### src/rtl/jk_ctrl_pkg.sv
// rtl/jk_ctrl_pkg.sv - JK mode encodings and excitation helper for the mod-N counter
package jk_ctrl_pkg;

    // Encoded as {j, k}
    localparam logic [1:0] JK_HOLD = 2'b00;
    localparam logic [1:0] JK_RST  = 2'b01;
    localparam logic [1:0] JK_SET  = 2'b10;
    localparam logic [1:0] JK_TGL  = 2'b11;

    // Set/reset-only excitation: toggle is never requested.
    function automatic logic [1:0] jk_excite(input logic q, input logic nxt);
        return {~q & nxt, q & ~nxt};
    endfunction

endpackage

### src/rtl/jk_cell.sv
// rtl/jk_cell.sv - single JK flip-flop cell with async active-high reset
module jk_cell
    import jk_ctrl_pkg::*;
(
    input  logic clk,
    input  logic rst,
    input  logic j,
    input  logic k,
    output logic q,
    output logic nq
);

    always_ff @(posedge clk or posedge rst) begin
        if (rst) begin
            q <= 1'b0;
        end else begin
            case ({j, k})
                JK_HOLD: q <= q;
                JK_RST:  q <= 1'b0;
                JK_SET:  q <= 1'b1;
                JK_TGL:  q <= ~q;
                default: q <= q;
            endcase
        end
    end

    assign nq = ~q;

endmodule

### src/rtl/jk_modn_counter_ctrl.sv
// rtl/jk_modn_counter_ctrl.sv - mod-N up/down counter sequencer driving a bank of JK cells
module jk_modn_counter_ctrl
    import jk_ctrl_pkg::*;
#(
    parameter int MOD = 7,
    parameter int W   = 3
) (
    input  logic         clk,
    input  logic         rst,
    input  logic         en,
    input  logic         up,
    input  logic         load,
    input  logic [W-1:0] load_val,
    output logic [W-1:0] Q,
    output logic [W-1:0] NQ,
    output logic [W-1:0] J,
    output logic [W-1:0] K,
    output logic         tc,
    output logic         load_err
);

    // Range compares use one extra bit since the modulus may equal 2^W.
    localparam logic [W:0]   MODV = (W+1)'(MOD);
    localparam logic [W-1:0] MAXV = W'(MOD - 1);
    localparam logic [W-1:0] ONE  = W'(1);

    if (MOD < 2 || MOD > (1 << W)) begin : g_bad_cfg
        $error("jk_modn_counter_ctrl: MOD out of range for W");
    end

    logic [W-1:0] nxt;
    logic         wrap;
    logic         lerr;
    logic         in_range;
    logic         illegal;

    always_comb begin
        nxt      = Q;
        wrap     = 1'b0;
        in_range = ({1'b0, load_val} < MODV);
        illegal  = ({1'b0, Q} >= MODV);
        lerr     = load & ~in_range;
        if (rst) begin
            nxt = Q;
        end else if (illegal && (load || en)) begin
            // Fault recovery: any active step returns to zero without tc.
            nxt = '0;
        end else if (load) begin
            nxt = in_range ? load_val : '0;
        end else if (en) begin
            if (up) begin
                if (Q == MAXV) begin
                    nxt  = '0;
                    wrap = 1'b1;
                end else begin
                    nxt = Q + ONE;
                end
            end else begin
                if (Q == '0) begin
                    nxt  = MAXV;
                    wrap = 1'b1;
                end else begin
                    nxt = Q - ONE;
                end
            end
        end
    end

    for (genvar i = 0; i < W; i++) begin : g_cell
        assign {J[i], K[i]} = jk_excite(Q[i], nxt[i]);

        jk_cell u_cell (
            .clk (clk),
            .rst (rst),
            .j   (J[i]),
            .k   (K[i]),
            .q   (Q[i]),
            .nq  (NQ[i])
        );
    end

    always_ff @(posedge clk or posedge rst) begin
        if (rst) begin
            tc       <= 1'b0;
            load_err <= 1'b0;
        end else begin
            tc       <= wrap;
            load_err <= lerr;
        end
    end

endmodule

### config.mk
export PLATFORM = sky130hd
export DESIGN_NAME = jk_modn_counter_ctrl
export DESIGN_NICKNAME = d
export VERILOG_FILES = /design/src/rtl/jk_ctrl_pkg.sv /design/src/rtl/jk_cell.sv /design/src/rtl/jk_modn_counter_ctrl.sv
export SDC_FILE = /design/constraint.sdc
export NUM_CORES = 1
export LEC_CHECK = 0
export CORE_AREA = 5 5 42 44
export DETAILED_ROUTE_END_ITERATION = 8
export DIE_AREA = 0 0 47 49
export MAX_ROUTING_LAYER = met4
export PLACE_DENSITY = 0.73
export SYNTH_ARGS = -nofsm -noshare
export SYNTH_HDL_FRONTEND = slang
export SYNTH_HIERARCHICAL = 1
export SYNTH_SLANG_ARGS = --single-unit
### constraint.sdc
create_clock -name clk -period 3.3 [get_ports clk]
set_input_delay 0.99 -clock clk [delete_from_list [all_inputs] [get_ports clk]]
set_output_delay 0.99 -clock clk [all_outputs]
set_load 0.1 [all_outputs]
### After elaboration in Yosys (flattened, before gate mapping)

Index checks and enable logic that the tools add are counted.

| word-level totals | value |
|---|---|
| register bits after elaboration | 5 |
| input bits | 8 |
| output and inout port bits | 14 |
| logic and storage cells | 57 |

| operators by class | value |
|---|---|
| $add $sub $neg | 2 |
| magnitude comparators | 2 |
| eq/ne operators | 10 |
| muxes and demuxes | 18 |
| bitwise logic cells | 14 |
| reduce and logical (&&, ||, !) cells | 6 |

Operators with widths:

| kind | count |
|---|---|
| 2-to-1 mux 3 bit | 8 |
| == test 2 bit (second input constant) | 6 |
| case mux 1 bit (3 select lines) | 3 |
| AND 1 bit | 7 |
| 2-to-1 mux 1 bit | 7 |
| inverter 1 bit | 7 |
| == test 2 x 1 -> 1 bit (second input constant) | 3 |
| zero test 2 bit | 3 |
| adder 3 x 1 -> 3 bit (second input constant) | 1 |
| == test 3 bit (second input constant) | 1 |
| >= comparator 3 bit (second input constant) | 1 |
| zero test 3 bit | 1 |
| less-than comparator 3 bit (second input constant) | 1 |
| subtractor 3 x 1 -> 3 bit (second input constant) | 1 |
| logical AND 1 bit | 1 |
| logical OR 1 bit | 1 |

### Logic depth before layout (Yosys ltp)

| depth | value |
|---|---|
| word-level depth | 11 |
| mapped depth | 8 |
| gate-level depth less buffers | 8 |

### Hierarchy

The synthesis kept the hierarchy.

Modules (own cells, without submodules):

| module | instances | cells each | area each (um^2) | sequential area each (um^2) |
|---|---|---|---|---|
| jk_modn_counter_ctrl | 1 | 50 | 381.6 | 50.0 |
| jk_cell | 3 | 5 | 41.3 | 25.0 |

### Worst setup path before layout

Ideal clock, no wire load.

| path | value |
|---|---|
| path type | register to output |
| start | register g_cell[0].u_cell.q |
| end | output J[1] |
| arrival time | 4.760 ns |
| data required time | 2.310 ns |
| setup slack | -2.450 ns |
| cell stages (with the launch flop) | 6 |
| path buffers | 0 |
| cells stage by stage | dfrtp_1 > ha_1 > ha_1 > a31oi_1 > o21ai_0 > nor4_1 |

| on the way | value |
|---|---|
| word-level cells in the longest chain between the ends | 8 |
| elaborated cells between the ends (all ways) | 14 |
| those cells by class | add/sub (2); order compare (1); eq/ne (1); mux (7); bitwise (1); reduce/logical (2) |

Ends and longest elaborated chain:

| item | RTL line | RTL |
|---|---|---|
| start: declaration | jk_cell.sv:9 | `output logic q,` |
| start signal: assignment | jk_cell.sv:18 | `JK_HOLD: q <= q;` |
| start signal: assignment | jk_cell.sv:21 | `JK_TGL: q <= ~q;` |
| start signal: assignment | jk_cell.sv:22 | `default: q <= q;` |
| subtractor 3 x 1 -> 3 bit, or another cell as far along | jk_modn_counter_ctrl.sv:63 | `nxt = Q - ONE;` |
| 2-to-1 mux 3 bit, on equally long branches | jk_modn_counter_ctrl.sv:59, jk_modn_counter_ctrl.sv:52 |  |
| 2-to-1 mux 3 bit | jk_modn_counter_ctrl.sv:51 | `if (up) begin` |
| 2-to-1 mux 3 bit | jk_modn_counter_ctrl.sv:50 | `end else if (en) begin` |
| 2-to-1 mux 3 bit | jk_modn_counter_ctrl.sv:48 | `end else if (load) begin` |
| 2-to-1 mux 3 bit * | jk_modn_counter_ctrl.sv:45 | `end else if (illegal && (load \|\| en)) begin` |
| 2-to-1 mux 3 bit * | jk_modn_counter_ctrl.sv:43 | `if (rst) begin` |
| AND 1 bit * | jk_ctrl_pkg.sv:12 | `return {~q & nxt, q & ~nxt};` |
| end: declaration | jk_modn_counter_ctrl.sv:16 | `output logic [W-1:0] J,` |

Mark *: on every way between the ends. The rest lies on a longest branch, timed or not.

### Final worst setup path

| path | value |
|---|---|
| start | input up |
| end | output K[2] |

| on the way | value |
|---|---|
| word-level cells in the longest chain between the ends | 7 |

Ends and longest elaborated chain:

| item | RTL line | RTL |
|---|---|---|
| start: declaration | jk_modn_counter_ctrl.sv:11 | `input logic up,` |
| 2-to-1 mux 3 bit | jk_modn_counter_ctrl.sv:51 |  |
| 2-to-1 mux 3 bit | jk_modn_counter_ctrl.sv:50 |  |
| 2-to-1 mux 3 bit | jk_modn_counter_ctrl.sv:48 |  |
| 2-to-1 mux 3 bit | jk_modn_counter_ctrl.sv:45 |  |
| 2-to-1 mux 3 bit | jk_modn_counter_ctrl.sv:43 |  |
| inverter 1 bit | jk_ctrl_pkg.sv:12 |  |
| AND 1 bit | jk_ctrl_pkg.sv:12 |  |
| end: declaration | jk_modn_counter_ctrl.sv:17 | `output logic [W-1:0] K,` |

No other way between the ends.

==> impl_metrics.xml <==
<?xml version="1.0" encoding="UTF-8"?>
<metrics>
  <group name="global_routing">
    <metric name="grt_remaining_overflow" unit="">0</metric>
    <metric name="grt.total_usage" unit="%">14.5</metric>
    <metric name="wire_length_of_the_first_global_routing_pass" unit="um">2390</metric>
    <metric name="grt_antenna_before_repair" unit="">0</metric>
    <metric name="number_of_global_route_vias_before_repair" unit="">576</metric>
    <metric name="grt_start_max_net_pins" unit="">14</metric>
  </group>
  <group name="setup_path">
    <metric name="worst-endpoint-arrival" unit="ns">2.28</metric>
    <metric name="crit_cells" unit="">6</metric>
    <metric name="timing.critical_path.from_type" unit="">primary input</metric>
    <metric name="worst-r2r-cell-count" unit="">7</metric>
    <metric name="crit_chain" unit="">buf_6 -&gt; mux2_4 -&gt; a221oi_4 -&gt; nor2b_1 -&gt; o311a_1 -&gt; buf_12</metric>
    <metric name="worst_setup_path_end_kind" unit="">primary output</metric>
    <metric name="timing.critical_path.to" unit="">K[2]</metric>
    <metric name="slowest_stage" unit="">sky130_fd_sc_hd__o311a_1</metric>
    <metric name="crit_path_max_incr_delay" unit="ns">0.35</metric>
    <metric name="crit-reg2reg-launch" unit="">g_cell[0].u_cell/q</metric>
    <metric name="regToRegSetupSlack" unit="ns">1.27</metric>
    <metric name="worstSetupPathType" unit="">primary input to primary output</metric>
    <metric name="critical_path.startpoint" unit="">up</metric>
    <metric name="timing.critical_path.buf_inv" unit="">2</metric>
    <metric name="worstPathMaxFanout" unit="">2</metric>
    <metric name="worst_path_dominant_cell_family" unit="">compound AO/OA/AOI/OAI gates</metric>
    <metric name="cp_data_required_time" unit="ns">2.31</metric>
    <metric name="critical_path.reg2reg.endpoint" unit="">g_cell[2].u_cell/q</metric>
  </group>
  <group name="detailed_routing">
    <metric name="route.detailed.wl_per_inst" unit="um">12.9</metric>
    <metric name="routed-via-count" unit="">599</metric>
    <metric name="drt_pass1_iterations" unit="">5</metric>
    <metric name="remaining_design_rule_violation_count" unit="">0</metric>
    <metric name="detail_route.wirelength" unit="um">1480</metric>
    <metric name="post_drt_via_cell_ratio" unit="">5.21</metric>
    <metric name="antenna_violating_nets_post_route" unit="">0</metric>
    <metric name="drt_first_iter_violations" unit="">9</metric>
  </group>
  <group name="clocking">
    <metric name="tritoncts.num_buffers" unit="">3</metric>
    <metric name="tritoncts_num_sinks" unit="">5</metric>
    <metric name="post_cts_clock_slew_at_the_launch_and_capture_registers_of_the_worst_setup_and_hold_paths" unit="ns">0.05</metric>
    <metric name="ctsRootBufferMaster" unit="">sky130_fd_sc_hd__clkbuf_4</metric>
    <metric name="tritoncts_clock_tree" unit="">yes</metric>
    <metric name="cts_htree_levels" unit="">1</metric>
    <metric name="clkLatencyLatePin" unit="ns">0.25</metric>
    <metric name="cts_max_path_buffers" unit="">2</metric>
  </group>
  <group name="yosys">
    <metric name="synth_top_cell_area_share" unit="%">24.8</metric>
    <metric name="synth-compound-area-share" unit="%">24.0</metric>
    <metric name="synth.net_count" unit="">79</metric>
    <metric name="seq_area_frac_synth" unit="%">24.8</metric>
    <metric name="synthAdderAreaFrac" unit="%">14.9</metric>
    <metric name="muxShareOfSynthArea" unit="%">4.95</metric>
    <metric name="post_synthesis_share_of_cell_area_spent_on_xor_and_xnor_gates" unit="%">0</metric>
    <metric name="syn_avg_cell_area" unit="sq um">7.78</metric>
    <metric name="post_synth_and_or_nand_nor_area_fraction" unit="%">21.3</metric>
    <metric name="yosys-top-cells-area" unit="">sky130_fd_sc_hd__dfrtp_1 (25%), sky130_fd_sc_hd__ha_1 (15%), sky130_fd_sc_hd__inv_1 (8.2%)</metric>
    <metric name="syn-cell-area" unit="sq um">505</metric>
    <metric name="yosysWarnings" unit="">6</metric>
    <metric name="ys_seq_elements" unit="">5</metric>
    <metric name="synthesized_instance_count" unit="">65</metric>
    <metric name="synth_top_area_cell" unit="">sky130_fd_sc_hd__dfrtp_1</metric>
    <metric name="synth_top_family_by_area" unit="">compound AO/OA/AOI/OAI gates</metric>
    <metric name="yosysUniqueCellTypes" unit="">21</metric>
  </group>
  <group name="sta">
    <metric name="report.final.setup_viol" unit="">0</metric>
    <metric name="fin_worst_skew" unit="ns">0.00636</metric>
    <metric name="hold_slack" unit="ns">0.616</metric>
    <metric name="grt_setup_unrepaired" unit="">yes</metric>
    <metric name="totalNegativeSetupSlack" unit="ns">0</metric>
    <metric name="max_slew_violation_count" unit="">0</metric>
    <metric name="relSlewSlack" unit="%">72.3</metric>
    <metric name="max_freq" unit="GHz">0.306</metric>
    <metric name="tightestPinTransition" unit="ns">0.416</metric>
    <metric name="final.period_utilization" unit="%">99.0</metric>
    <metric name="final_hold_viol_count" unit="">0</metric>
    <metric name="timing.final.crit_period" unit="ns">3.27</metric>
  </group>
  <group name="die">
    <metric name="die_height" unit="um">49</metric>
    <metric name="fp.dieArea" unit="sq mm">0.00230</metric>
    <metric name="core.rowCount" unit="">14</metric>
    <metric name="ioPinCount" unit="">22</metric>
    <metric name="core-area" unit="sq mm">0.00140</metric>
    <metric name="die_w" unit="um">47</metric>
    <metric name="initial_core_util" unit="%">36.1</metric>
  </group>
  <group name="place">
    <metric name="detailed_place.area" unit="sq um">891</metric>
    <metric name="port_buffers" unit="">21</metric>
    <metric name="dp.cells" unit="">108</metric>
    <metric name="dp.final_hpwl" unit="um">1180</metric>
    <metric name="finalWeightedCongestion" unit="">0.792</metric>
  </group>
  <group name="final_layout">
    <metric name="stdcell_area" unit="sq um">988</metric>
    <metric name="area_delta_synth_final" unit="%">95.5</metric>
    <metric name="commonest_non_fill_non_tap_cells_in_the_layout" unit="">sky130_fd_sc_hd__buf_4 (19), sky130_fd_sc_hd__inv_1 (10), sky130_fd_sc_hd__nor2_1 (7), sky130_fd_sc_hd__buf_12 (6)</metric>
    <metric name="mostFrequentLayoutCell" unit="">sky130_fd_sc_hd__buf_4</metric>
    <metric name="final_layout_size_suffix_gt1_share" unit="%">52.5</metric>
    <metric name="net_count_reported_at_finish" unit="">114</metric>
    <metric name="fillerInstances" unit="">113</metric>
    <metric name="fin_cells" unit="">115</metric>
    <metric name="antennaDiodeCount" unit="">0</metric>
  </group>
  <group name="min_path">
    <metric name="hold_path_class" unit="">flip-flop to flip-flop</metric>
  </group>
  <group name="job">
    <metric name="maxCapViolations" unit="">0</metric>
  </group>
  <group name="outcome">
    <metric name="status" unit="">completed</metric>
  </group>
</metrics>
-- cell usage after synthesis, drive strengths merged --
library cell / number
a21boi: 1
mux2i: 1
nor3b: 3
a221oi: 1
nor4: 2
a21oi: 5
a31o: 1
o21a: 1
o311a: 2
inv: 11
mux2: 1
nor2b: 2
buf: 2
nor2: 8
nand2: 4
o21ai: 2
ha: 6
a31oi: 3
nor3: 3
a32oi: 1
dfrtp: 5
-- timing repair --
| action | 4_1_cts | 5_1_grt |
|---|---|---|
| hold buffers | 0 | 0 |
| resized for setup | 15 | 8 |
| pin swaps | 3 | 5 |
| setup buffers | 1 | 2 |
| setup endpoints to repair | 6 | 6 |
-- worst min-delay path by stage --
stage,from,endpoint,slack (ns),depth (start not counted)
5_1_grt,g_cell[0].u_cell/q,g_cell[0].u_cell/q,0.63,1
6_report,g_cell[0].u_cell/q,g_cell[0].u_cell/q,0.62,1
2_1_floorplan,rst,g_cell[2].u_cell/q,0.72,1
4_1_cts,g_cell[0].u_cell/q,g_cell[0].u_cell/q,0.62,1
3_3_place_gp,g_cell[0].u_cell/q,g_cell[0].u_cell/q,0.60,1
3_5_place_dp,g_cell[0].u_cell/q,g_cell[0].u_cell/q,0.61,1
-- logic make-up (layout without fill, tap and decap cells) --
logic type,count (synthesis),after routing
compound gates,17,17
flops,5,5
simple gates,22,22
mux,2,2
buf+inv,13,47
fa+ha+maj,6,6
-- layer usage --
| metal | wire length, um | up-vias | part of all wire [%] | track usage [%] |
|---|---|---|---|---|
| met5 | 0 | - | 0 | - |
| met4 | 19 | 0 | 1.3 | 9.68 |
| met3 | 68 | 2 | 4.6 | 3.69 |
| met2 | 782 | 16 | 53 | 21.9 |
| met1 | 607 | 282 | 41 | 16.2 |
| li1 | - | 299 | - | - |
-- cell type report --
type | count | area (sq um) | share of cell area, %
flip-flops and latches | 5 | 134 | 13.5
inverters | 11 | 41.3 | 4.18
multi-input cells | 47 | 442 | 44.7
well taps | 16 | 20.0 | 2.03
repair buffers | 32 | 325 | 32.9
clock buffers | 4 | 26.3 | 2.66
-- registers in the layout, indices dropped and copies added (netlist names) --
| name | cells |
|---|---|
| tc | 1 |
| g_cell.u_cell/q | 3 |
| load_err | 1 |
-- through the flow --
stage | setup WS (ns) | utilization (%)
floorplan | -0.174 | -
global placement | -0.343 | 63.6
detailed placement | -0.380 | 63.6
CTS | -0.0308 | 68.2
global route | -0.0216 | 70.5
finish | 0.0333 | 70.5
-- worst register-to-register path: stages, from the launching register on --
cell	delay [ns]
sky130_fd_sc_hd__dfrtp_4	0.49
sky130_fd_sc_hd__inv_2	0.09
sky130_fd_sc_hd__ha_2	0.21
sky130_fd_sc_hd__mux2_4	0.27
sky130_fd_sc_hd__a221oi_4	0.27
sky130_fd_sc_hd__nor2b_1	0.08
sky130_fd_sc_hd__o311a_1	0.36
sky130_fd_sc_hd__a21oi_1	0.18
Power is not shown: default switching activity piles up to over one toggle a cycle in this logic, so the estimate is an artifact.
